==> src/rtl/enc_fun_sched.sv <==
// rtl/enc_fun_sched.sv - round-robin, break-before-make scheduler for the enc_FUN encoder
//
// Time-shares one enc_FUN instance between the LED bank (INTERF=0) and the
// LED matrix (INTERF=1).
//
// Parameters:
//   HOLD_CYCLES  cycles atv_PRIO stays high per grant window (1..255)
//   CNT_W        window counter width, 2**CNT_W > HOLD_CYCLES
//
// Ports:
//   clk, rst_n            clock, synchronous active-low reset
//   in_A, in_B, in_C      raw input bits, latched on entry to SETUP
//   req_led, req_mat      level requests, held until granted
//   A, B, C               latched bits to the encoder
//   atv_PRIO              encoder enable
//   INTERF                encoder interface select (0 = LEDs, 1 = matrix)
//   gnt_led, gnt_mat      window active for the respective requester
//   busy                  high in SETUP, ACTIVE and GAP
//   done                  one-cycle pulse in the GAP after a full window
module enc_fun_sched #(
    parameter int HOLD_CYCLES = 4,
    parameter int CNT_W       = 8
) (
    input  logic clk,
    input  logic rst_n,
    input  logic in_A,
    input  logic in_B,
    input  logic in_C,
    input  logic req_led,
    input  logic req_mat,
    output logic A,
    output logic B,
    output logic C,
    output logic atv_PRIO,
    output logic INTERF,
    output logic gnt_led,
    output logic gnt_mat,
    output logic busy,
    output logic done
);

    typedef enum logic [1:0] {
        IDLE   = 2'd0,
        SETUP  = 2'd1,
        ACTIVE = 2'd2,
        GAP    = 2'd3
    } state_t;

    // Requester encoding shared by win/last/INTERF: 0 = LED, 1 = MAT.
    localparam logic SEL_MAT = 1'b1;

    state_t             state_q, state_d;
    logic [CNT_W-1:0]   cnt_q, cnt_d;
    logic               last_q, last_d;
    logic               win_q, win_d;
    logic               a_q, a_d, b_q, b_d, c_q, c_d;
    logic               atv_q, atv_d;
    logic               interf_q, interf_d;
    logic               gnt_led_q, gnt_led_d;
    logic               gnt_mat_q, gnt_mat_d;
    logic               busy_q, busy_d;
    logic               done_q, done_d;

    logic               any_req;
    logic               pick;
    logic               win_req;

    // On a tie the requester that was not served last wins; otherwise the
    // sole requester wins (req_mat low implies LED).
    assign any_req = req_led | req_mat;
    assign pick    = (req_led && req_mat) ? ~last_q : req_mat;
    assign win_req = (win_q == SEL_MAT) ? req_mat : req_led;

    always_comb begin
        state_d = state_q;
        cnt_d   = cnt_q;
        last_d  = last_q;
        win_d   = win_q;
        done_d  = 1'b0;

        unique case (state_q)
            IDLE: begin
                if (any_req) begin
                    state_d = SETUP;
                    win_d   = pick;
                    cnt_d   = CNT_W'(HOLD_CYCLES - 1);
                end
            end
            SETUP: begin
                state_d = ACTIVE;
            end
            ACTIVE: begin
                // A window that has run its full length completes even if
                // the request falls on that same final edge.
                if (cnt_q == '0) begin
                    state_d = GAP;
                    done_d  = 1'b1;
                    last_d  = win_q;
                end else if (!win_req) begin
                    state_d = GAP;
                end else begin
                    cnt_d = cnt_q - CNT_W'(1);
                end
            end
            GAP: begin
                // last_q already reflects the window that just finished.
                if (any_req) begin
                    state_d = SETUP;
                    win_d   = pick;
                    cnt_d   = CNT_W'(HOLD_CYCLES - 1);
                end else begin
                    state_d = IDLE;
                end
            end
            default: state_d = IDLE;
        endcase

        // Outputs are the registered image of the next state, so nothing
        // reaches a port combinationally from an input.
        atv_d     = (state_d == ACTIVE);
        gnt_led_d = atv_d && (win_d != SEL_MAT);
        gnt_mat_d = atv_d && (win_d == SEL_MAT);
        busy_d    = (state_d != IDLE);

        // SETUP is only ever entered from IDLE or GAP, so this captures the
        // inputs and switches INTERF exactly once per window, with
        // atv_PRIO low.
        interf_d = interf_q;
        a_d      = a_q;
        b_d      = b_q;
        c_d      = c_q;
        if (state_d == SETUP) begin
            interf_d = win_d;
            a_d      = in_A;
            b_d      = in_B;
            c_d      = in_C;
        end
    end

    always_ff @(posedge clk) begin
        if (!rst_n) begin
            state_q   <= IDLE;
            cnt_q     <= '0;
            last_q    <= SEL_MAT;
            win_q     <= 1'b0;
            a_q       <= 1'b0;
            b_q       <= 1'b0;
            c_q       <= 1'b0;
            atv_q     <= 1'b0;
            interf_q  <= 1'b0;
            gnt_led_q <= 1'b0;
            gnt_mat_q <= 1'b0;
            busy_q    <= 1'b0;
            done_q    <= 1'b0;
        end else begin
            state_q   <= state_d;
            cnt_q     <= cnt_d;
            last_q    <= last_d;
            win_q     <= win_d;
            a_q       <= a_d;
            b_q       <= b_d;
            c_q       <= c_d;
            atv_q     <= atv_d;
            interf_q  <= interf_d;
            gnt_led_q <= gnt_led_d;
            gnt_mat_q <= gnt_mat_d;
            busy_q    <= busy_d;
            done_q    <= done_d;
        end
    end

    assign A        = a_q;
    assign B        = b_q;
    assign C        = c_q;
    assign atv_PRIO = atv_q;
    assign INTERF   = interf_q;
    assign gnt_led  = gnt_led_q;
    assign gnt_mat  = gnt_mat_q;
    assign busy     = busy_q;
    assign done     = done_q;

endmodule

==> config.mk <==
export PLATFORM = sky130hd
export DESIGN_NAME = enc_fun_sched
export DESIGN_NICKNAME = d
export VERILOG_FILES = /design/src/rtl/enc_fun_sched.sv
export SDC_FILE = /design/constraint.sdc
export NUM_CORES = 1
export LEC_CHECK = 0
export BUFFER_PORTS_ARGS = -buffer_cell sky130_fd_sc_hd__buf_2
export CAP_MARGIN = 20
export CORE_ASPECT_RATIO = 1.75
export CORE_MARGIN = 10
export CORE_UTILIZATION = 25
export CTS_CLUSTER_SIZE = 20
export DETAILED_ROUTE_END_ITERATION = 12
export HOLD_SLACK_MARGIN = 0.02
export REMOVE_ABC_BUFFERS = 1
export SLEW_MARGIN = 0
export SYNTH_ARGS = -nofsm -noshare
export SYNTH_HDL_FRONTEND = slang
export SYNTH_SLANG_ARGS = --single-unit
==> constraint.sdc <==
create_clock -name clk -period 1.9 [get_ports clk]
set_input_delay 0.095 -clock clk [delete_from_list [all_inputs] [get_ports clk]]
set_output_delay 0.095 -clock clk [all_outputs]
set_load 0.01 [all_outputs]
==> key figures <==
Outcome
  • Status: completed

Synth
  • Post-synth top flop: dfxtp_1
  • Mean area per synthesized cell: just over 9 sq um
  • Synth Instances: 110
  • Mapped cell area: 0.00101 sq mm
  • Fraction of registers with async set/reset: 0
  • Synth cell types: 34
  • Ys Warns: 0
  • Seq/Total Area, Yosys: 0.414
  • Total of flip-flops plus latches after synthesis: 21
  • Post-synth EDFFs: 0

Cells and area
  • Fin area: 0.00131 sq mm
  • Layout area overhead: 29.1%
  • Share of layout cells above drive strength 1: 0.316
  • Commonest non-fill, non-tap cell in the layout: dfxtp_1
  • # fillers: a little over 400
  • Most frequent cells in the layout: dfxtp_1, buf_2, nand2_1, inv_1, buf_4
  • # diodes: 0
  • Layout Nets: 149

Power
  • Power Total: 2.66 mW
  • Lkg Pwr: slightly below 0.6 nW
  • Power Dens Cells: ~2000 mW/mm^2
  • VDD IR-drop max: between 1 and 1.5 mV

Worst hold path
  • HP Class: primary input to flop
  • WHS Endpoint: A
  • Hold path depth: 3
  • Hold path startpoint: in_A

Routing
  • Drt pass-1 iters: 4
  • Initial DRC Count: 21
  • Routed vias: between 900 and 1000
  • Wire length per cell: roughly 14 microns
  • Drc violations: 0
  • Antenna viol nets, final: 0
  • Detailed Route WL: around 2500 microns
  • Via density: 5.01

Worst setup path
  • Slowest library cell on the worst path: or4_1
  • Crit Path Max Fanout: 6
  • CP cell instances: inv_1 -> ha_4 -> o21bai_4 -> a21boi_1 -> clkdlybuf4s15_2 -> or4_1 -> a21oi_1
  • Reg2Reg Depth: 7
  • Crit path max-delay family: compound AO/OA/AOI/OAI gates
  • Worst reg2reg path endpoint: cnt_q[2]
  • Kind of critical path: flop to flop
  • Critical Path AT: between 2000 and 2500 ps
  • Critical path buffers and inverters: 2
  • CP Launch Type: flop
  • Worst reg-to-reg setup slack: about 78 ps
  • Worst R2R Start: state_q[0]
  • Largest stage delay, worst path: approximately 420 ps
  • Worst EP required: 2100 ps
  • CP Capture Type: flop

Clock tree
  • Clock root buffer: clkbuf_8
  • Cts bufs inserted: 3
  • CTS clk-pin slew, worst paths: 80 ps
  • Hold_buf cts: 0
  • Clk buf depth: 2
  • Clock Latency Late Sink: 260 ps
  • H-tree depth: 1
  • CTS tree: built
  • Clock Sinks: 21

Timing
  • Slew Limit Fails: 0
  • Worst rel slew slack: 0.695
  • Fmax: approximately 550 MHz
  • Final setup fails: 0
  • Worst Tran Pin Value: between 400 and 500 ps
  • Setup TNS: 0 ps
  • Final critical-path share of the clock period: 0.959
  • Unrepaired setup endpoints after global routing: yes
  • Fin. Hold Viols: 0
  • Final min period: between 1500 and 2000 ps
  • Skew final: 6.16 ps

Run
  • Max-cap viol count: 0

Floorplanning
  • Die span in y: ~100 microns
  • # IOs: 16
  • Core area: a little under 0.004 sq mm
  • Die width: just under 70 microns
  • Row count: 30
  • Initial core utilization: 0.260
  • Die Area: 0.00711 sq mm

Place
  • Routability cong.: between 0.7 and 0.8
  • DP HPWL: around 1800 microns
  • Number of port buffers: 15
  • Dpl cell area: 0.00118 sq mm

Global routing
  • Antenna violations before repair: 0
  • Gr ovfl total: 0
  • First-pass GRT wire length: around 4000 microns
  • Largest net degree at the start of global routing: 17
  • Vias in the first global route: between 900 and 1000
  • Total track usage: 0.0672
## cell families (layout without fill, tap and decap cells)
group | count (synthesis) | in the layout | share of synthesized area
compound gates | 25 | 26 | 0.190
fa+ha+maj | 5 | 5 | 0.0617
simple gates | 40 | 40 | 0.226
buf+inv | 14 | 39 | 0.0592
flops | 21 | 21 | 0.414
mux | 5 | 5 | 0.0493
## final cells by class
| type | instances | area [sq um] | area share |
|---|---|---|---|
| Clock buffer | 4 | 45.0 | 0.0344 |
| Multi-Input combinational cell | 76 | 589 | 0.450 |
| Timing Repair Buffer | 25 | 154 | 0.117 |
| Sequential cell | 21 | 424 | 0.324 |
| Inverter | 10 | 37.5 | 0.0287 |
| Tap cell | 48 | 60.1 | 0.0458 |
## per-layer routing
layer | routed length (microns) | track usage
met2 | 1350 | 0.120
met1 | 981 | 0.0670
met5 | 0 | 0
met3 | 123 | 0.0227
met4 | 31 | 0.0246
## where the power goes
part	internal, mW	switching, mW	total [mW]
sequential	0.628	0.141	0.769
clock	0.149	0.142	0.291
combinational	0.776	0.826	1.60
total	1.55	1.11	2.66
## synth_stat cells (2+ instances only)
library cell / number / share of area
dfxtp_1: 21 / 0.41
nand2_1: 14 / 0.052
inv_1: 10 / 0.037
a21oi_1: 6 / 0.030
or4_1: 6 / 0.044
ha_1: 5 / 0.062
mux2i_1: 5 / 0.049
o31ai_1: 5 / 0.037
clkbuf_1: 3 / 0.011
nand3_1: 3 / 0.015
nor2_1: 3 / 0.011
or3_1: 3 / 0.018
nand4_1: 2 / 0.012
nor3_1: 2 / 0.0099
o211a_1: 2 / 0.020
o21a_1: 2 / 0.015
## flip-flops by register name (all words and copies together) (netlist names)
| name | cells |
|---|---|
| A | 1 |
| gnt_led | 1 |
| gnt_mat | 1 |
| INTERF | 1 |
| atv_PRIO | 1 |
| cnt_q | 8 |
| B | 1 |
| done | 1 |
| last_q | 1 |
| busy | 1 |
| win_q | 1 |
| C | 1 |
| state_q | 2 |
## worst register-to-register path: cells and delay by family, from the launching register on
family / cells / cell delay [ps]
buffers and inverters: 2 / 360
and+or+nand+nor: 1 / 420
adders and majority gates: 1 / 220
DFF: 1 / 320
AOI/OAI and AO/OA: 3 / 450
## stage by stage
step | hold WS, ps | instances | setup WS (ps) | utilization
after CTS | 79.4 | 180 | 12.8 | 0.314
after detailed placement | 359 | 176 | 36.1 | 0.302
after floorplan | 167 | 106 | -172 | -
after global routing | 98.3 | 184 | -9.34 | 0.336
final | 75.9 | 184 | 77.9 | 0.336
after global placement | 351 | 176 | 88.3 | 0.302
## worst max path at each step
stage	cells after the start	start	to
after floorplan	6	state_q[0]	cnt_q[0]
after global placement	7	state_q[0]	cnt_q[7]
after detailed placement	6	cnt_q[0]	cnt_q[3]
after CTS	6	cnt_q[0]	cnt_q[5]
after global routing	6	state_q[0]	cnt_q[3]
final	7	state_q[0]	cnt_q[2]
## repair_timing
item / 4_1_cts / 5_1_grt
endpoints found under the hold margin: 0 / 0
setup endpoints to repair: 0 / 9
setup buffers: 0 / 2
gates resized for setup: 0 / 11
Power figures use the tool's default switching activity.
